===== config.mk =====
export PLATFORM = sky130hd
export DESIGN_NAME = iencode_flat
export DESIGN_NICKNAME = d
export VERILOG_FILES = /design/src/rtl/iencode_pkg.sv /design/src/rtl/iencode_if.sv /design/src/rtl/iencode_pack.sv /design/src/rtl/iencode.sv /design/src/flat_wrapper.sv
export SDC_FILE = /design/constraint.sdc
export NUM_CORES = 1
export LEC_CHECK = 0
export ABC_AREA = 1
export CORE_MARGIN = 2
export CORE_UTILIZATION = 30
export DETAILED_ROUTE_END_ITERATION = 16
export GPL_ROUTABILITY_DRIVEN = 0
export HOLD_SLACK_MARGIN = 0.15
export PLACE_DENSITY = 0.65
export SLEW_MARGIN = 30
export SYNTH_ARGS = -nofsm -noshare
export SYNTH_HDL_FRONTEND = slang
export SYNTH_HIERARCHICAL = 1
export SYNTH_SLANG_ARGS = --single-unit

===== constraint.sdc =====
create_clock -name clk -period 3 [get_ports clk]
set_input_delay 0.6 -clock clk [delete_from_list [all_inputs] [get_ports clk]]
set_output_delay 0.6 -clock clk [all_outputs]
set_load 0.03 [all_outputs]

===== src/rtl/iencode_pkg.sv =====
// Shared types and constants for the RV32I streaming instruction encoder.
// Holds the command class enum, the base opcodes, the error codes, the FSM
// state type and a small signed range helper used by the immediate checker.
package iencode_pkg;

  typedef enum logic [3:0] {
    CLS_LOAD   = 4'd0,
    CLS_STORE  = 4'd1,
    CLS_LUI    = 4'd2,
    CLS_AUIPC  = 4'd3,
    CLS_OP     = 4'd4,
    CLS_OPIMM  = 4'd5,
    CLS_BRANCH = 4'd6,
    CLS_JAL    = 4'd7,
    CLS_JALR   = 4'd8
  } cmd_class_e;

  localparam logic [6:0] OPC_LOAD   = 7'b0000011;
  localparam logic [6:0] OPC_STORE  = 7'b0100011;
  localparam logic [6:0] OPC_LUI    = 7'b0110111;
  localparam logic [6:0] OPC_AUIPC  = 7'b0010111;
  localparam logic [6:0] OPC_OP     = 7'b0110011;
  localparam logic [6:0] OPC_OPIMM  = 7'b0010011;
  localparam logic [6:0] OPC_BRANCH = 7'b1100011;
  localparam logic [6:0] OPC_JAL    = 7'b1101111;
  localparam logic [6:0] OPC_JALR   = 7'b1100111;

  typedef enum logic [2:0] {
    ERR_NONE   = 3'd0,
    ERR_RANGE  = 3'd1,
    ERR_ALIGN  = 3'd2,
    ERR_CLASS  = 3'd3,
    ERR_FUNCT3 = 3'd4,
    ERR_FULL   = 3'd5
  } err_code_e;

  typedef enum logic [1:0] {
    S_IDLE = 2'd0,
    S_RUN  = 2'd1,
    S_HALT = 2'd2,
    S_FULL = 2'd3
  } state_e;

  function automatic logic imm_in(input logic signed [31:0] v, input int lo, input int hi);
    return (v >= lo) && (v <= hi);
  endfunction

endpackage


===== src/rtl/iencode_if.sv =====
// Command and RAM-write bus of the instruction encoder.
//   cmd_*   : field-level command, valid/ready handshake (master -> encoder)
//   wr_*    : instruction RAM write port, wr_en/wr_ready handshake (encoder -> RAM)
// Modport slave is the encoder side; master is the command source / RAM side.
interface iencode_if #(parameter int ADDR_W = 10);
  logic              cmd_valid;
  logic              cmd_ready;
  logic [3:0]        cmd_class;
  logic [2:0]        cmd_funct3;
  logic              cmd_alt;
  logic [4:0]        cmd_rd;
  logic [4:0]        cmd_rs1;
  logic [4:0]        cmd_rs2;
  logic [31:0]       cmd_imm;
  logic              wr_en;
  logic              wr_ready;
  logic [ADDR_W-1:0] wr_addr;
  logic [31:0]       wr_data;

  modport slave (
    input  cmd_valid, cmd_class, cmd_funct3, cmd_alt, cmd_rd, cmd_rs1, cmd_rs2, cmd_imm,
    output cmd_ready,
    output wr_en, wr_addr, wr_data,
    input  wr_ready
  );

  modport master (
    output cmd_valid, cmd_class, cmd_funct3, cmd_alt, cmd_rd, cmd_rs1, cmd_rs2, cmd_imm,
    input  cmd_ready,
    input  wr_en, wr_addr, wr_data,
    output wr_ready
  );
endinterface


===== src/rtl/iencode_pack.sv =====
// Combinational packer/checker: command fields -> 32-bit RV32I word.
// Ports: cls, funct3, alt, rd, rs1, rs2, imm in; word, err, code out.
// Macro IENC_RANGE_CHECK_EN enables immediate range/alignment checks
// (codes 1, 2); without it immediates are truncated to their field bits.
// Class and funct3 legality (codes 3, 4) are always checked.
module iencode_pack
  import iencode_pkg::*;
(
  input  logic [3:0]  cls,
  input  logic [2:0]  funct3,
  input  logic        alt,
  input  logic [4:0]  rd,
  input  logic [4:0]  rs1,
  input  logic [4:0]  rs2,
  input  logic [31:0] imm,
  output logic [31:0] word,
  output logic        err,
  output err_code_e   code
);

  logic       shift;
  logic       bad_f3;
  logic [6:0] funct7;
  err_code_e  imm_code;

`ifdef IENC_RANGE_CHECK_EN
  logic signed [31:0] simm;
  assign simm = imm;
`endif

  assign shift = (funct3 == 3'b001) || (funct3 == 3'b101);

  always_comb begin
    word     = '0;
    bad_f3   = 1'b0;
    funct7   = '0;
    imm_code = ERR_NONE;
    case (cls)
      CLS_LOAD: begin
        word   = {imm[11:0], rs1, funct3, rd, OPC_LOAD};
        bad_f3 = (funct3 == 3'd3) || (funct3 >= 3'd6);
`ifdef IENC_RANGE_CHECK_EN
        if (!imm_in(simm, -2048, 2047)) imm_code = ERR_RANGE;
`endif
      end
      CLS_STORE: begin
        word   = {imm[11:5], rs2, rs1, funct3, imm[4:0], OPC_STORE};
        bad_f3 = (funct3 > 3'd2);
`ifdef IENC_RANGE_CHECK_EN
        if (!imm_in(simm, -2048, 2047)) imm_code = ERR_RANGE;
`endif
      end
      CLS_LUI, CLS_AUIPC: begin
        word = {imm[31:12], rd, (cls == CLS_LUI) ? OPC_LUI : OPC_AUIPC};
`ifdef IENC_RANGE_CHECK_EN
        // U immediates must already be 4 KiB aligned
        if (imm[11:0] != 12'd0) imm_code = ERR_ALIGN;
`endif
      end
      CLS_OP: begin
        if (funct3 == 3'b000 || funct3 == 3'b101) funct7 = {1'b0, alt, 5'b0};
        word = {funct7, rs2, rs1, funct3, rd, OPC_OP};
      end
      CLS_OPIMM: begin
        if (shift) begin
          // only SRAI carries the alt bit; SLLI keeps funct7 zero
          if (funct3 == 3'b101) funct7 = {1'b0, alt, 5'b0};
          word = {funct7, imm[4:0], rs1, funct3, rd, OPC_OPIMM};
`ifdef IENC_RANGE_CHECK_EN
          if (!imm_in(simm, 0, 31)) imm_code = ERR_RANGE;
`endif
        end else begin
          word = {imm[11:0], rs1, funct3, rd, OPC_OPIMM};
`ifdef IENC_RANGE_CHECK_EN
          if (!imm_in(simm, -2048, 2047)) imm_code = ERR_RANGE;
`endif
        end
      end
      CLS_BRANCH: begin
        word   = {imm[12], imm[10:5], rs2, rs1, funct3, imm[4:1], imm[11], OPC_BRANCH};
        bad_f3 = (funct3 == 3'd2) || (funct3 == 3'd3);
`ifdef IENC_RANGE_CHECK_EN
        if (!imm_in(simm, -4096, 4094)) imm_code = ERR_RANGE;
        else if (imm[0])                imm_code = ERR_ALIGN;
`endif
      end
      CLS_JAL: begin
        word = {imm[20], imm[10:1], imm[11], imm[19:12], rd, OPC_JAL};
`ifdef IENC_RANGE_CHECK_EN
        if (!imm_in(simm, -1048576, 1048574)) imm_code = ERR_RANGE;
        else if (imm[0])                      imm_code = ERR_ALIGN;
`endif
      end
      CLS_JALR: begin
        word   = {imm[11:0], rs1, funct3, rd, OPC_JALR};
        bad_f3 = (funct3 != 3'd0);
`ifdef IENC_RANGE_CHECK_EN
        if (!imm_in(simm, -2048, 2047)) imm_code = ERR_RANGE;
`endif
      end
      default: ;
    endcase
  end

  // structural errors take priority over immediate errors
  always_comb begin
    if (cls > 4'd8)  code = ERR_CLASS;
    else if (bad_f3) code = ERR_FUNCT3;
    else             code = imm_code;
    err = (code != ERR_NONE);
  end

endmodule


===== src/rtl/iencode.sv =====
// Streaming RV32I instruction encoder: accepts field-level commands, packs
// them and writes the words sequentially into instruction RAM.
// Ports: clk, rst (sync, active-high), start/base_addr (begin a program),
// bus (iencode_if.slave: cmd_* handshake and wr_* RAM port), count, busy,
// err, err_code.
// Macro IENC_RANGE_CHECK_EN (see iencode_pack) enables immediate checks.
//
// state | meaning
// IDLE  | after reset, waiting for start
// RUN   | accepting commands, writing words
// HALT  | a command was rejected; waits for start
// FULL  | last RAM word written; further commands flag err_code 5
module iencode
  import iencode_pkg::*;
#(
  parameter int ADDR_W = 10,
  parameter int DEPTH  = 1024
) (
  input  logic              clk,
  input  logic              rst,
  input  logic              start,
  input  logic [ADDR_W-1:0] base_addr,
  iencode_if.slave          bus,
  output logic [ADDR_W:0]   count,
  output logic              busy,
  output logic              err,
  output logic [2:0]        err_code
);

  state_e            state, state_nx;
  logic              wr_en_q, wr_en_nx;
  logic [ADDR_W-1:0] wr_addr_q, wr_addr_nx;
  logic [31:0]       wr_data_q, wr_data_nx;
  logic [ADDR_W:0]   count_q, count_nx;
  logic              err_q, err_nx;
  err_code_e         code_q, code_nx;

  logic              cmd_ready_c;
  logic              cmd_fire;
  logic              wr_fire;
  logic              last_word;
  logic [31:0]       pk_word;
  logic              pk_err;
  err_code_e         pk_code;

  iencode_pack u_pack (
    .cls    (bus.cmd_class),
    .funct3 (bus.cmd_funct3),
    .alt    (bus.cmd_alt),
    .rd     (bus.cmd_rd),
    .rs1    (bus.cmd_rs1),
    .rs2    (bus.cmd_rs2),
    .imm    (bus.cmd_imm),
    .word   (pk_word),
    .err    (pk_err),
    .code   (pk_code)
  );

  assign wr_fire   = wr_en_q & bus.wr_ready;
  assign last_word = (wr_addr_q == ADDR_W'(DEPTH - 1)) || (count_q == (ADDR_W + 1)'(DEPTH - 1));

  always_comb begin
    state_nx    = state;
    wr_en_nx    = wr_en_q;
    wr_addr_nx  = wr_addr_q;
    wr_data_nx  = wr_data_q;
    count_nx    = count_q;
    err_nx      = err_q;
    code_nx     = code_q;
    cmd_ready_c = 1'b0;
    // a pending write to the last word leaves no room for another command,
    // and a command offered during start would be dropped by the reload
    if (state == S_RUN)
      cmd_ready_c = (~wr_en_q | bus.wr_ready) & ~(wr_en_q & last_word) & ~start;
    cmd_fire = bus.cmd_valid & cmd_ready_c;

    if (start) begin
      state_nx   = S_RUN;
      wr_en_nx   = 1'b0;
      wr_addr_nx = base_addr;
      count_nx   = '0;
      err_nx     = 1'b0;
      code_nx    = ERR_NONE;
    end else begin
      if (wr_fire) begin
        wr_en_nx = 1'b0;
        count_nx = count_q + 1'b1;
        // address holds on the final write so it never wraps
        if (last_word) state_nx = S_FULL;
        else           wr_addr_nx = wr_addr_q + 1'b1;
      end
      case (state)
        S_RUN: begin
          if (cmd_fire) begin
            if (pk_err) begin
              err_nx   = 1'b1;
              code_nx  = pk_code;
              state_nx = S_HALT;
            end else begin
              wr_en_nx   = 1'b1;
              wr_data_nx = pk_word;
            end
          end
        end
        S_FULL: begin
          if (bus.cmd_valid && !err_q) begin
            err_nx  = 1'b1;
            code_nx = ERR_FULL;
          end
        end
        default: ;
      endcase
    end
  end

  always_ff @(posedge clk) begin
    if (rst) begin
      state     <= S_IDLE;
      wr_en_q   <= 1'b0;
      wr_addr_q <= '0;
      wr_data_q <= '0;
      count_q   <= '0;
      err_q     <= 1'b0;
      code_q    <= ERR_NONE;
    end else begin
      state     <= state_nx;
      wr_en_q   <= wr_en_nx;
      wr_addr_q <= wr_addr_nx;
      wr_data_q <= wr_data_nx;
      count_q   <= count_nx;
      err_q     <= err_nx;
      code_q    <= code_nx;
    end
  end

  assign bus.cmd_ready = cmd_ready_c;
  assign bus.wr_en     = wr_en_q;
  assign bus.wr_addr   = wr_addr_q;
  assign bus.wr_data   = wr_data_q;
  assign count         = count_q;
  assign busy          = (state == S_RUN) || wr_en_q;
  assign err           = err_q;
  assign err_code      = code_q;

endmodule


===== src/flat_wrapper.sv =====
// flat-port wrapper written by rule: the top's interface ports become plain ports
module iencode_flat import iencode_pkg::*;
#(
  parameter int ADDR_W = 10,
  parameter int DEPTH  = 1024
)
  (clk, rst, start, base_addr, count, busy, err, err_code, bus_cmd_valid, bus_cmd_class, bus_cmd_funct3, bus_cmd_alt, bus_cmd_rd, bus_cmd_rs1, bus_cmd_rs2, bus_cmd_imm, bus_cmd_ready, bus_wr_en, bus_wr_addr, bus_wr_data, bus_wr_ready);
  iencode_if #(.ADDR_W(ADDR_W)) bus_i ();
  input  logic clk;
  input  logic rst;
  input  logic start;
  input  logic [ADDR_W-1:0] base_addr;
  output logic [ADDR_W:0] count;
  output logic busy;
  output logic err;
  output logic [2:0] err_code;
  input wire logic [$bits(bus_i.cmd_valid)-1:0] bus_cmd_valid;
  input wire logic [$bits(bus_i.cmd_class)-1:0] bus_cmd_class;
  input wire logic [$bits(bus_i.cmd_funct3)-1:0] bus_cmd_funct3;
  input wire logic [$bits(bus_i.cmd_alt)-1:0] bus_cmd_alt;
  input wire logic [$bits(bus_i.cmd_rd)-1:0] bus_cmd_rd;
  input wire logic [$bits(bus_i.cmd_rs1)-1:0] bus_cmd_rs1;
  input wire logic [$bits(bus_i.cmd_rs2)-1:0] bus_cmd_rs2;
  input wire logic [$bits(bus_i.cmd_imm)-1:0] bus_cmd_imm;
  output wire logic [$bits(bus_i.cmd_ready)-1:0] bus_cmd_ready;
  output wire logic [$bits(bus_i.wr_en)-1:0] bus_wr_en;
  output wire logic [$bits(bus_i.wr_addr)-1:0] bus_wr_addr;
  output wire logic [$bits(bus_i.wr_data)-1:0] bus_wr_data;
  input wire logic [$bits(bus_i.wr_ready)-1:0] bus_wr_ready;
  assign bus_i.cmd_valid = bus_cmd_valid;
  assign bus_i.cmd_class = bus_cmd_class;
  assign bus_i.cmd_funct3 = bus_cmd_funct3;
  assign bus_i.cmd_alt = bus_cmd_alt;
  assign bus_i.cmd_rd = bus_cmd_rd;
  assign bus_i.cmd_rs1 = bus_cmd_rs1;
  assign bus_i.cmd_rs2 = bus_cmd_rs2;
  assign bus_i.cmd_imm = bus_cmd_imm;
  assign bus_cmd_ready = bus_i.cmd_ready;
  assign bus_wr_en = bus_i.wr_en;
  assign bus_wr_addr = bus_i.wr_addr;
  assign bus_wr_data = bus_i.wr_data;
  assign bus_i.wr_ready = bus_wr_ready;
  iencode #(.ADDR_W(ADDR_W), .DEPTH(DEPTH)) u_core (.clk(clk), .rst(rst), .start(start), .base_addr(base_addr), .bus(bus_i), .count(count), .busy(busy), .err(err), .err_code(err_code));
endmodule

# Yosys cells after proc, flatten, opt, wreduce, memory -nomap -nowiden
# Cells that the tools add are included.
[word_totals]
ff_bits = 60
output_inout_bits = 60
wordCells = 92
[op_classes]
order_cmp = 3
reduce_logical = 19
n_eq_ne = 20
muxes = 30
n_bitwise = 10
add_sub_neg = 2
[op_table]
columns = ["op", "count"]
rows = [
  ["one-hot mux 32 bit (8 select lines)", 1],
  ["2-to-1 mux 32 bit", 1],
  ["2-to-1 mux 10 bit", 3],
  ["2-to-1 mux 6 bit", 3],
  ["equality test 4 x 3 -> 1 bit, second input constant", 4],
  ["2-to-1 mux 3 bit", 5],
  ["adder 11 x 1 -> 11 bit, second input constant", 1],
  ["equality test 11 x 10 -> 1 bit, second input constant", 1],
  ["adder 10 x 1 -> 10 bit, second input constant", 1],
  ["equality test 10 bit, second input constant", 1],
  ["2-to-1 mux 2 bit", 5],
  ["2-to-1 mux 1 bit", 9],
  ["equality test 4 x 2 -> 1 bit, second input constant", 2],
  ["AND reduction 4 bit", 2],
  ["equality test 3 x 2 -> 1 bit, second input constant", 2],
  ["logical OR 1 bit", 6],
  ["inequality test 2 x 1 -> 1 bit, second input constant", 3],
  ["one-hot mux 3 bit (2 select lines)", 1],
  ["nonzero test 3 bit", 2],
  ["bitwise AND 1 bit", 5],
  ["equality test 4 x 1 -> 1 bit, second input constant", 1],
  ["equality test 4 bit, second input constant", 1],
  ["> comparator 4 bit, second input constant", 1],
  ["zero test 4 bit", 1],
  ["17 further kinds", 22],
]

# Logic depth before layout (Yosys ltp)
# Gate-level depths: netlist of run 1.
[logic_depth]
word_depth = 11
ltp_mapped = 12
ltp_nobuf = 11

# Hierarchy
# Netlist of run 1, hierarchy kept.
[by_module_without_submodules]
columns = ["module", "instances", "cells_per_inst", "area_per_inst_um2"]
rows = [
  ["iencode", 1, 359, 2702.6],
  ["iencode_pack", 1, 283, 1217.4],
]

# Worst setup path before layout of run 1
# Ideal clock, no wire load.
[synth_timing]
kind = "register to output"
startpoint = "register u_core.wr_addr_q[0], in the netlist u_core/bus.wr_addr[0]"
endpoint = "output bus_cmd_ready"
arrival_time_ns = 1.540
required_ns = 2.400
path_stages_with_launch = 8
path_slack_ns = 0.860
cell_sequence = "dfxtp_1 ha_1 nand2_1 nor2_4 nand3_1 nand2_2 a21boi_4 buf_2"
[synth_between]
elab_chain_len = 7
[synth_lines]
columns = ["element", "line", "rtl"]
rows = [
  ["start: declaration", "iencode.sv:32", "logic [ADDR_W-1:0] wr_addr_q, wr_addr_nx;"],
  ["start signal: assignment", "iencode.sv:128", "wr_addr_q <= wr_addr_nx;"],
  ["equality test 10 bit", "iencode.sv:60", "assign last_word = (wr_addr_q == ADDR_W'(DEPTH - 1)) || (count_q == (ADDR_W + 1)'(DEPTH - 1));"],
  ["logical OR 1 bit", "iencode.sv:60", ""],
  ["bitwise AND 1 bit", "iencode.sv:74", "cmd_ready_c = (~wr_en_q | bus.wr_ready) & ~(wr_en_q & last_word) & ~start;"],
  ["inverter 1 bit", "iencode.sv:74", ""],
  ["bitwise AND 1 bit (2 in series)", "iencode.sv:74", ""],
  ["2-to-1 mux 1 bit", "iencode.sv:73", "if (state == S_RUN)"],
  ["end: declaration", "flat_wrapper.sv:25", "output wire logic [$bits(bus_i.cmd_ready)-1:0] bus_cmd_ready;"],
]
# No other way between the ends.

# Final worst setup path of run 1
[layout_timing]
startpoint = "input bus_cmd_class[0]"
endpoint = "register u_core.wr_data_q[23], in the netlist u_core/bus.wr_data[23]"
[layout_between]
elab_chain_len = 7
[layout_lines]
columns = ["element", "line", "rtl"]
rows = [
  ["start: declaration", "flat_wrapper.sv:18", "input wire logic [$bits(bus_i.cmd_class)-1:0] bus_cmd_class;"],
  ["equality test 4 bit (tied with other cells)", "iencode_pack.sv:38", "case (cls)"],
  ["one-hot mux 1 bit (4 select lines)", "iencode_pack.sv:38", ""],
  ["2-to-1 mux 3 bit", "iencode_pack.sv:108", "else if (bad_f3) code = ERR_FUNCT3;"],
  ["2-to-1 mux 3 bit *", "iencode_pack.sv:107", "if (cls > 4'd8) code = ERR_CLASS;"],
  ["nonzero test 3 bit *", "iencode_pack.sv:110", "err = (code != ERR_NONE);"],
  ["net u_core.pk_err", "iencode.sv:43", "logic pk_err;"],
  ["inverter 1 bit (no line) *", "--", ""],
  ["AND reduction 4 bit (no line) *", "--", ""],
  ["end signal: assignment", "iencode.sv:129", "wr_data_q <= wr_data_nx;"],
  ["end: declaration", "iencode.sv:33", "logic [31:0] wr_data_q, wr_data_nx;"],
]
# The timed path passes the listed nets; every way through them passes the cells marked *.
# A chain may end at the register's enable or synchronous reset.

==> run metrics, run 1 <==
share of cells above drive strength 1 6.581%; hold violation count in the final report 0; Switching Fraction 27.98%; fin crit share between 80% and 90%; die span in x 118.3 µm; Tightest Pin Transition approximately 0.9 ns; Final Hold Slack between 0.4 and 0.5 ns; Clk pin slew, worst setup/hold paths 0.05 ns; outcome finished, final reports clean; met1 usage about 24%; vias in the first global route between 4k and 5k; max cap viols 0; Row Count 41; Critical Path RT approximately 3.2 ns; P&R area growth vs syn 45.36%; clk_skew around 0.0070 ns; PortBufs 129; DR vias 4531; Slew HR 39.98%; Detailed Route WL roughly 13 mm; hold crit path type flip-flop to flip-flop; most frequent cells in the layout nand2_1 (174), clkdlybuf4s50_1 (128), nor2_1 (80); most crowded layer after global routing met2; Sw Pwr 636.3 µW; Setup Fix Bufs, Post-CTS 0; fin crit period ~2.5 ns; pwr/cell area 399.1 mW/mm²; Post-Syn Area per Cell ~6.1 µm²; Leakage roughly 2.3 nW; clock root cell clkbuf_16; fin worst setup slack about 0.48 ns; Internal 1.638 mW; Post-DP Area 0.005395 mm²; Final setup violation count 0; total power between 2 and 2.5 mW; Routed Antenna Nets 0; Initial DRT Pass Iterations 4; Initial Util 30.94%; RSZ-0062 raised after global routing false; Post-Place Cells 931; global-route wire length before repair about 21 mm; part of the Yosys area used for sequential elements a little under a third; Seq cells post-synth 60; Worst setup EP type flip-flop; CP Class input pin to flip-flop; clk_lat worst skew 0.32 ns; Syn Nets between 700 and 800; HPWL after DPL approximately 9.6 mm; met3 usage under 10%; Combinational Power Share about 18%; Max Slew Vio Count 0; setup tns final 0 ns; Gate Count Post-Synth 642; Mapped Area between 0.003 and 0.004 mm²; pre-CTS WS 0.1728 ns; CTS tree done; clock power share 45.3%; DR vias/cell around 4.8; die area approximately 0.014 mm²; TritonCTS Buffers 9; clock buffer depth 2; htree depth 3; WL/cell about 14 µm; f_max between 300 and 400 MHz; hold buffers post-CTS 0; I/O Pins 130; commonest non-fill, non-tap cell in the layout nand2_1; core area around 0.013 mm²; Flop pwr share between 30% and 40%; largest net degree at the start of global routing 40; post-route insts no fill between 900 and 1k; die height around 120 µm; Critical Path AT approximately 2.7 ns; post-cts sizing count 0; Core Util, Final 44.97%; # clock sinks 60; GRT met2 Usage between 20% and 30%; final net count about 840; YS warnings 6; DR iter-0 viols ~420; Yosys cell types 35; initial antenna violation count 0; fill cell count 1291; total gr overflow 0; drt drc 0; Crit Path Max Fanout 33; Final Cell Area ~0.0057 mm²; maximum VDD drop ~0.26 mV; Global Route Usage Sum between 10% and 20%; CP Launch Type input pin
-- cell usage after synthesis --
cell type	n	share of area (%)
nand2_1	174	17
nor2_1	80	7.7
a21oi_1	70	8.9
dfxtp_1	60	31
inv_1	60	5.7
o21ai_0	52	6.6
nand3_1	41	5.2
nand4_1	32	5.1
clkbuf_1	11	1.1
buf_2	10	1.3
nand3b_1	6	1.1
a31oi_1	4	0.64
nor2_2	4	0.64
xor2_1	4	0.89
buf_4	3	0.57
buf_6	3	0.86
nor3_1	3	0.38
xnor2_1	3	0.67
ha_1	2	0.64
inv_2	2	0.19
nand2_2	2	0.32
nor2_4	2	0.57
or2_2	2	0.32
a21boi_4	1	0.48
a21o_1	1	0.19
buf_1	1	0.096
clkbuf_2	1	0.13
clkinv_1	1	0.096
mux2i_1	1	0.26
nand2_4	1	0.29
nand4_2	1	0.32
nand4_4	1	0.54
nor3_4	1	0.42
o211ai_1	1	0.19
o21a_1	1	0.19
-- worst max-delay path: stages --
cell and delay (ns):
clkdlybuf4s50_1 0.51, nor2_2 0.23, nand3_1 0.19, nand2_1 0.17, nand3_1 0.13, inv_1 0.15
nand4_4 0.43, nand2_1 0.20, a21oi_1 0.08
-- state kept, by name, summed over array words and instances, names as in the netlist --
signal and cells:
u_core/state 2, u_core/bus.wr_en 1, u_core/bus.wr_addr 10, u_core/err 1, u_core/bus.wr_data 32, u_core/count 11, u_core/err_code 3
-- power groups by stage --
| stage | sequential [mW] | clock, mW | combinational, mW |
|---|---|---|---|
| 2_1_floorplan | 0.870 | 0 | 0.189 |
| 3_5_place_dp | 0.845 | 0 | 0.412 |
| 3_3_place_gp | 0.845 | 0 | 0.413 |
| 5_1_grt | 0.830 | 1.09 | 0.456 |
| 4_1_cts | 0.828 | 1.05 | 0.414 |
| 6_report | 0.828 | 1.03 | 0.416 |
-- kinds of logic after synthesis --
kind of cell,count (synthesis),share of synthesized area [%]
simple gates,350,39.61
mux,1,0.2554
compound gates,130,17.27
buf+inv,92,10.02
xor+xnor,7,1.564
flops,60,30.64
fa+ha+maj,2,0.6383
-- per-layer routing --
layer | vias up | routed length [µm]
met2 | 152 | 5913
met3 | 10 | 936
met5 | - | 0
li1 | 2379 | -
met4 | 0 | 158
met1 | 1990 | 5849
-- worst paths after layout --
kind / from / to / slack, ns / cells past startpoint
worst max register to register: u_core/bus.wr_addr[0]$_SDFFE_PP0P_ / u_core/bus.wr_data[23]$_SDFFE_PP0P_ / 1.02 / 9
worst min-delay path: u_core/bus.wr_data[26]$_SDFFE_PP0P_ / u_core/bus.wr_data[26]$_SDFFE_PP0P_ / 0.46 / 2
worst min register to register: u_core/bus.wr_data[26]$_SDFFE_PP0P_ / u_core/bus.wr_data[26]$_SDFFE_PP0P_ / 0.46 / 2
worst max-delay path: bus_cmd_class[0] / u_core/bus.wr_data[23]$_SDFFE_PP0P_ / 0.48 / 9
-- area by class of cell --
cell class	instances	area (µm²)	area share (%)
Clock buffer	9	225.2	3.953
Clock inverter	7	75.07	1.318
Multi-Input combinational cell	490	2326	40.82
Tap cell	172	215.2	3.777
Antenna cell	1	2.502	0.04392
Timing Repair Buffer	146	1416	24.86
Sequential cell	60	1201	21.08
Inverter	63	236.5	4.150
No activity file was read; power rests on OpenSTA's default activity.
==> inputs of run 2 (changes only) <==
==> constraint.sdc (replaced) <==
create_clock -name clk -period 2.46 [get_ports clk]
set_input_delay 0.492 -clock clk [delete_from_list [all_inputs] [get_ports clk]]
set_output_delay 0.492 -clock clk [all_outputs]
set_load 0.03 [all_outputs]
==> run metrics, run 2 (synthesis gave the netlist of run 1 again) <==
outcome finished, final reports clean (unchanged); fin crit share between 90% and 100%; hold crit path type flip-flop to flip-flop (unchanged); Row Count 41 (unchanged); max reg flops 32 (unchanged); WP buf/inv 1 (was 2); fin crit period 2.233 ns; clk_skew 0.007217 ns (was 0.007028 ns); maximum VDD drop 0.2799 mV (was 0.2646 mV); Post-DP Area 0.005550 mm² (was 0.005395 mm²); crit path to bus_cmd_ready (was u_core/bus.wr_data[23]$_SDFFE_PP0P_); die span in x 118.3 µm (unchanged); Detailed Route WL 13.27 mm (was 12.86 mm); setup tns final 0 ns (unchanged); clock root cell clkbuf_16 (unchanged); max cap viols 0 (unchanged); DR vias 4649 (was 4531); core area 0.01267 mm² (unchanged); die height 118.3 µm (unchanged); PortBufs 129 (unchanged); post-route insts no fill 966 (was 948); Global Route Usage Sum 19.13% (was 18.17%); Final Hold Slack 0.4624 ns (was 0.4646 ns); Combinational Power Share 18.7% (was 18.3%); Final setup violation count 0 (unchanged); Clk pin slew, worst setup/hold paths 0.06 ns (was 0.05 ns); initial antenna violation count 0 (unchanged); multi-input logic area 0.002326 mm² (unchanged); CTS tree done (unchanged); Worst R2R Start u_core/bus.wr_addr[0]$_SDFFE_PP0P_ (unchanged); Sw Pwr 776.4 µW (was 636.3 µW); Critical Path RT 1.97 ns (was 3.19 ns); Worst setup EP type primary output (was flip-flop); pwr/cell area 485.7 mW/mm² (was 399.1 mW/mm²); stages on the worst setup path 7 (was 9); Critical Path Start u_core/bus.wr_addr[0]$_SDFFE_PP0P_ (was bus_cmd_class[0]); f_max between 400 and 500 MHz; share of cells above drive strength 1 8.816% (was 6.581%); Max Slew Vio Count 0 (unchanged); Setup Fix Bufs, Post-CTS 0 (unchanged); Reg2Reg Setup Slack 0.56 ns (was 1.02 ns); RSZ-0062 raised after global routing false (unchanged); P&R area growth vs syn 49.57% (was 45.36%); Crit Path Max Fanout 6 (was 33); Slew HR 61.47% (was 39.98%); clock power share 45.8% (was 45.3%); fill cell count 1306 (was 1291); Routed Antenna Nets 0 (unchanged); HPWL after DPL 10.02 mm (was 9.631 mm); Internal 2.071 mW (was 1.638 mW); # clock sinks 60 (unchanged); Switching Fraction 27.27% (was 27.98%); DR vias/cell 4.813 (was 4.780); hold violation count in the final report 0 (unchanged); clk_lat worst skew 0.33 ns (was 0.32 ns); slowest CP cell dfxtp_1 (was clkdlybuf4s50_1); TritonCTS Buffers 9 (unchanged); Critical Path Max Stage Delay 0.39 ns (was 0.51 ns); Critical Path AT 1.74 ns (was 2.71 ns); total gr overflow 0 (unchanged); vias in the first global route 4302 (was 4135); CP Class flip-flop to primary output (was input pin to flip-flop); largest net degree at the start of global routing 39 (was 40); final net count 861 (was 842); Leakage 2.442 nW (was 2.329 nW); FF+latch area 0.001201 mm² (unchanged); hold buffers post-CTS 0 (unchanged); die area 0.01400 mm² (unchanged); Initial Util 30.94% (unchanged); Post-Place Cells 950 (was 931); global-route wire length before repair 21.88 mm (was 20.93 mm); post-cts sizing count 0 (unchanged); I/O Pins 130 (unchanged); commonest non-fill, non-tap cell in the layout nand2_1 (unchanged); Antenna Cells 0 (was 1); Tightest Pin Transition 0.5766 ns (was 0.8963 ns); WL/cell 13.73 µm (was 13.56 µm); DR iter-0 viols 436 (was 418); Initial DRT Pass Iterations 5 (was 4); CP Launch Type flip-flop (was input pin); Flop pwr share 35.5% (was 36.4%); worst path cell trace ha_1, nand2_1, nor2_4, nand3_1, nand2_2, a21boi_4, buf_4 (was clkdlybuf4s50_1, nor2_2, nand3_1, nand2_1, nand3_1, inv_1, nand4_4, nand2_1, a21oi_1); drt drc 0 (unchanged); most frequent cells in the layout nand2_1 (174), clkdlybuf4s50_1 (128), nor2_1 (80) (unchanged); clock buffer depth 2 (unchanged); crit-path leading delay family simple AND/OR/NAND/NOR gates (unchanged); htree depth 3 (unchanged); RR Endpoint u_core/bus.wr_addr[0]$_SDFFE_PP0P_ (was u_core/bus.wr_data[23]$_SDFFE_PP0P_); Final Cell Area 0.005863 mm² (was 0.005698 mm²); Worst R2R Path Depth 10 (was 9)
## run 2: cell count changes in the layout (fill, tap and decap cells not counted)
cell / delta
clkbuf_8: +2
clkinv_4: +1
diode_2: -1
clkinvlp_4: -2
buf_4: +18
buf_12: +1
inv_6: -1
## run 2: worst min path at each step
stage / slack, ns / from / cells past startpoint / to
after global routing: 0.49 / u_core/bus.wr_data[1]$_SDFFE_PP0P_ / 2 / u_core/bus.wr_data[1]$_SDFFE_PP0P_
after CTS: 0.46 / u_core/bus.wr_data[1]$_SDFFE_PP0P_ / 2 / u_core/bus.wr_data[1]$_SDFFE_PP0P_
after detailed placement: 0.45 / u_core/bus.wr_data[1]$_SDFFE_PP0P_ / 2 / u_core/bus.wr_data[1]$_SDFFE_PP0P_
after global placement: 0.45 / u_core/bus.wr_data[19]$_SDFFE_PP0P_ / 2 / u_core/bus.wr_data[19]$_SDFFE_PP0P_
after floorplan: 0.51 / u_core/state[1]$_SDFF_PP0_ / 2 / u_core/state[1]$_SDFF_PP0_
final: 0.46 / u_core/bus.wr_data[1]$_SDFFE_PP0P_ / 2 / u_core/bus.wr_data[1]$_SDFFE_PP0P_
## run 2: power by group through the flow
stage	Combinational, mW	Sequential (mW)	Clock [mW]
after CTS	0.531	1.01	1.33
after global routing	0.581	1.01	1.38
after global placement	0.529	1.03	0
final	0.534	1.01	1.30
after floorplan	0.230	1.06	0
after detailed placement	0.528	1.03	0
## run 2: area by class of cell
type / instances / area share [%]
clock buffers: 11 / 4.311
clock inverters: 5 / 1.024
inverters: 63 / 4.033
multi-input cells: 490 / 39.67
flip-flops and latches: 60 / 20.49
well taps: 172 / 3.671
repair buffers: 165 / 26.80
## run 2: metrics by stage
stage               setup slack (ns)  power, mW  util [%]
CTS                           0.2053      2.873     46.27
global placement             0.04694      1.560     43.80
finish                        0.2268      2.848     46.27
floorplan                     0.4280      1.292         -
global route                  0.1112      2.976     46.27
detailed placement           0.01166      1.559     43.80
## run 2: metal layers
| metal | share of wire (%) | GRT usage [%] | wire length [µm] |
|---|---|---|---|
| met2 | 45 | 29.48 | 5952 |
| met3 | 6.0 | 3.909 | 801 |
| met4 | 2.5 | 7.304 | 326 |
| met5 | 0 | 0 | 0 |
| met1 | 47 | 26.13 | 6187 |
## run 2: tightest hold or removal path, cell delays in order (launching register included)
cell,delay [ns]
dfxtp_1,0.30
nand2_1,0.06
a21oi_1,0.05
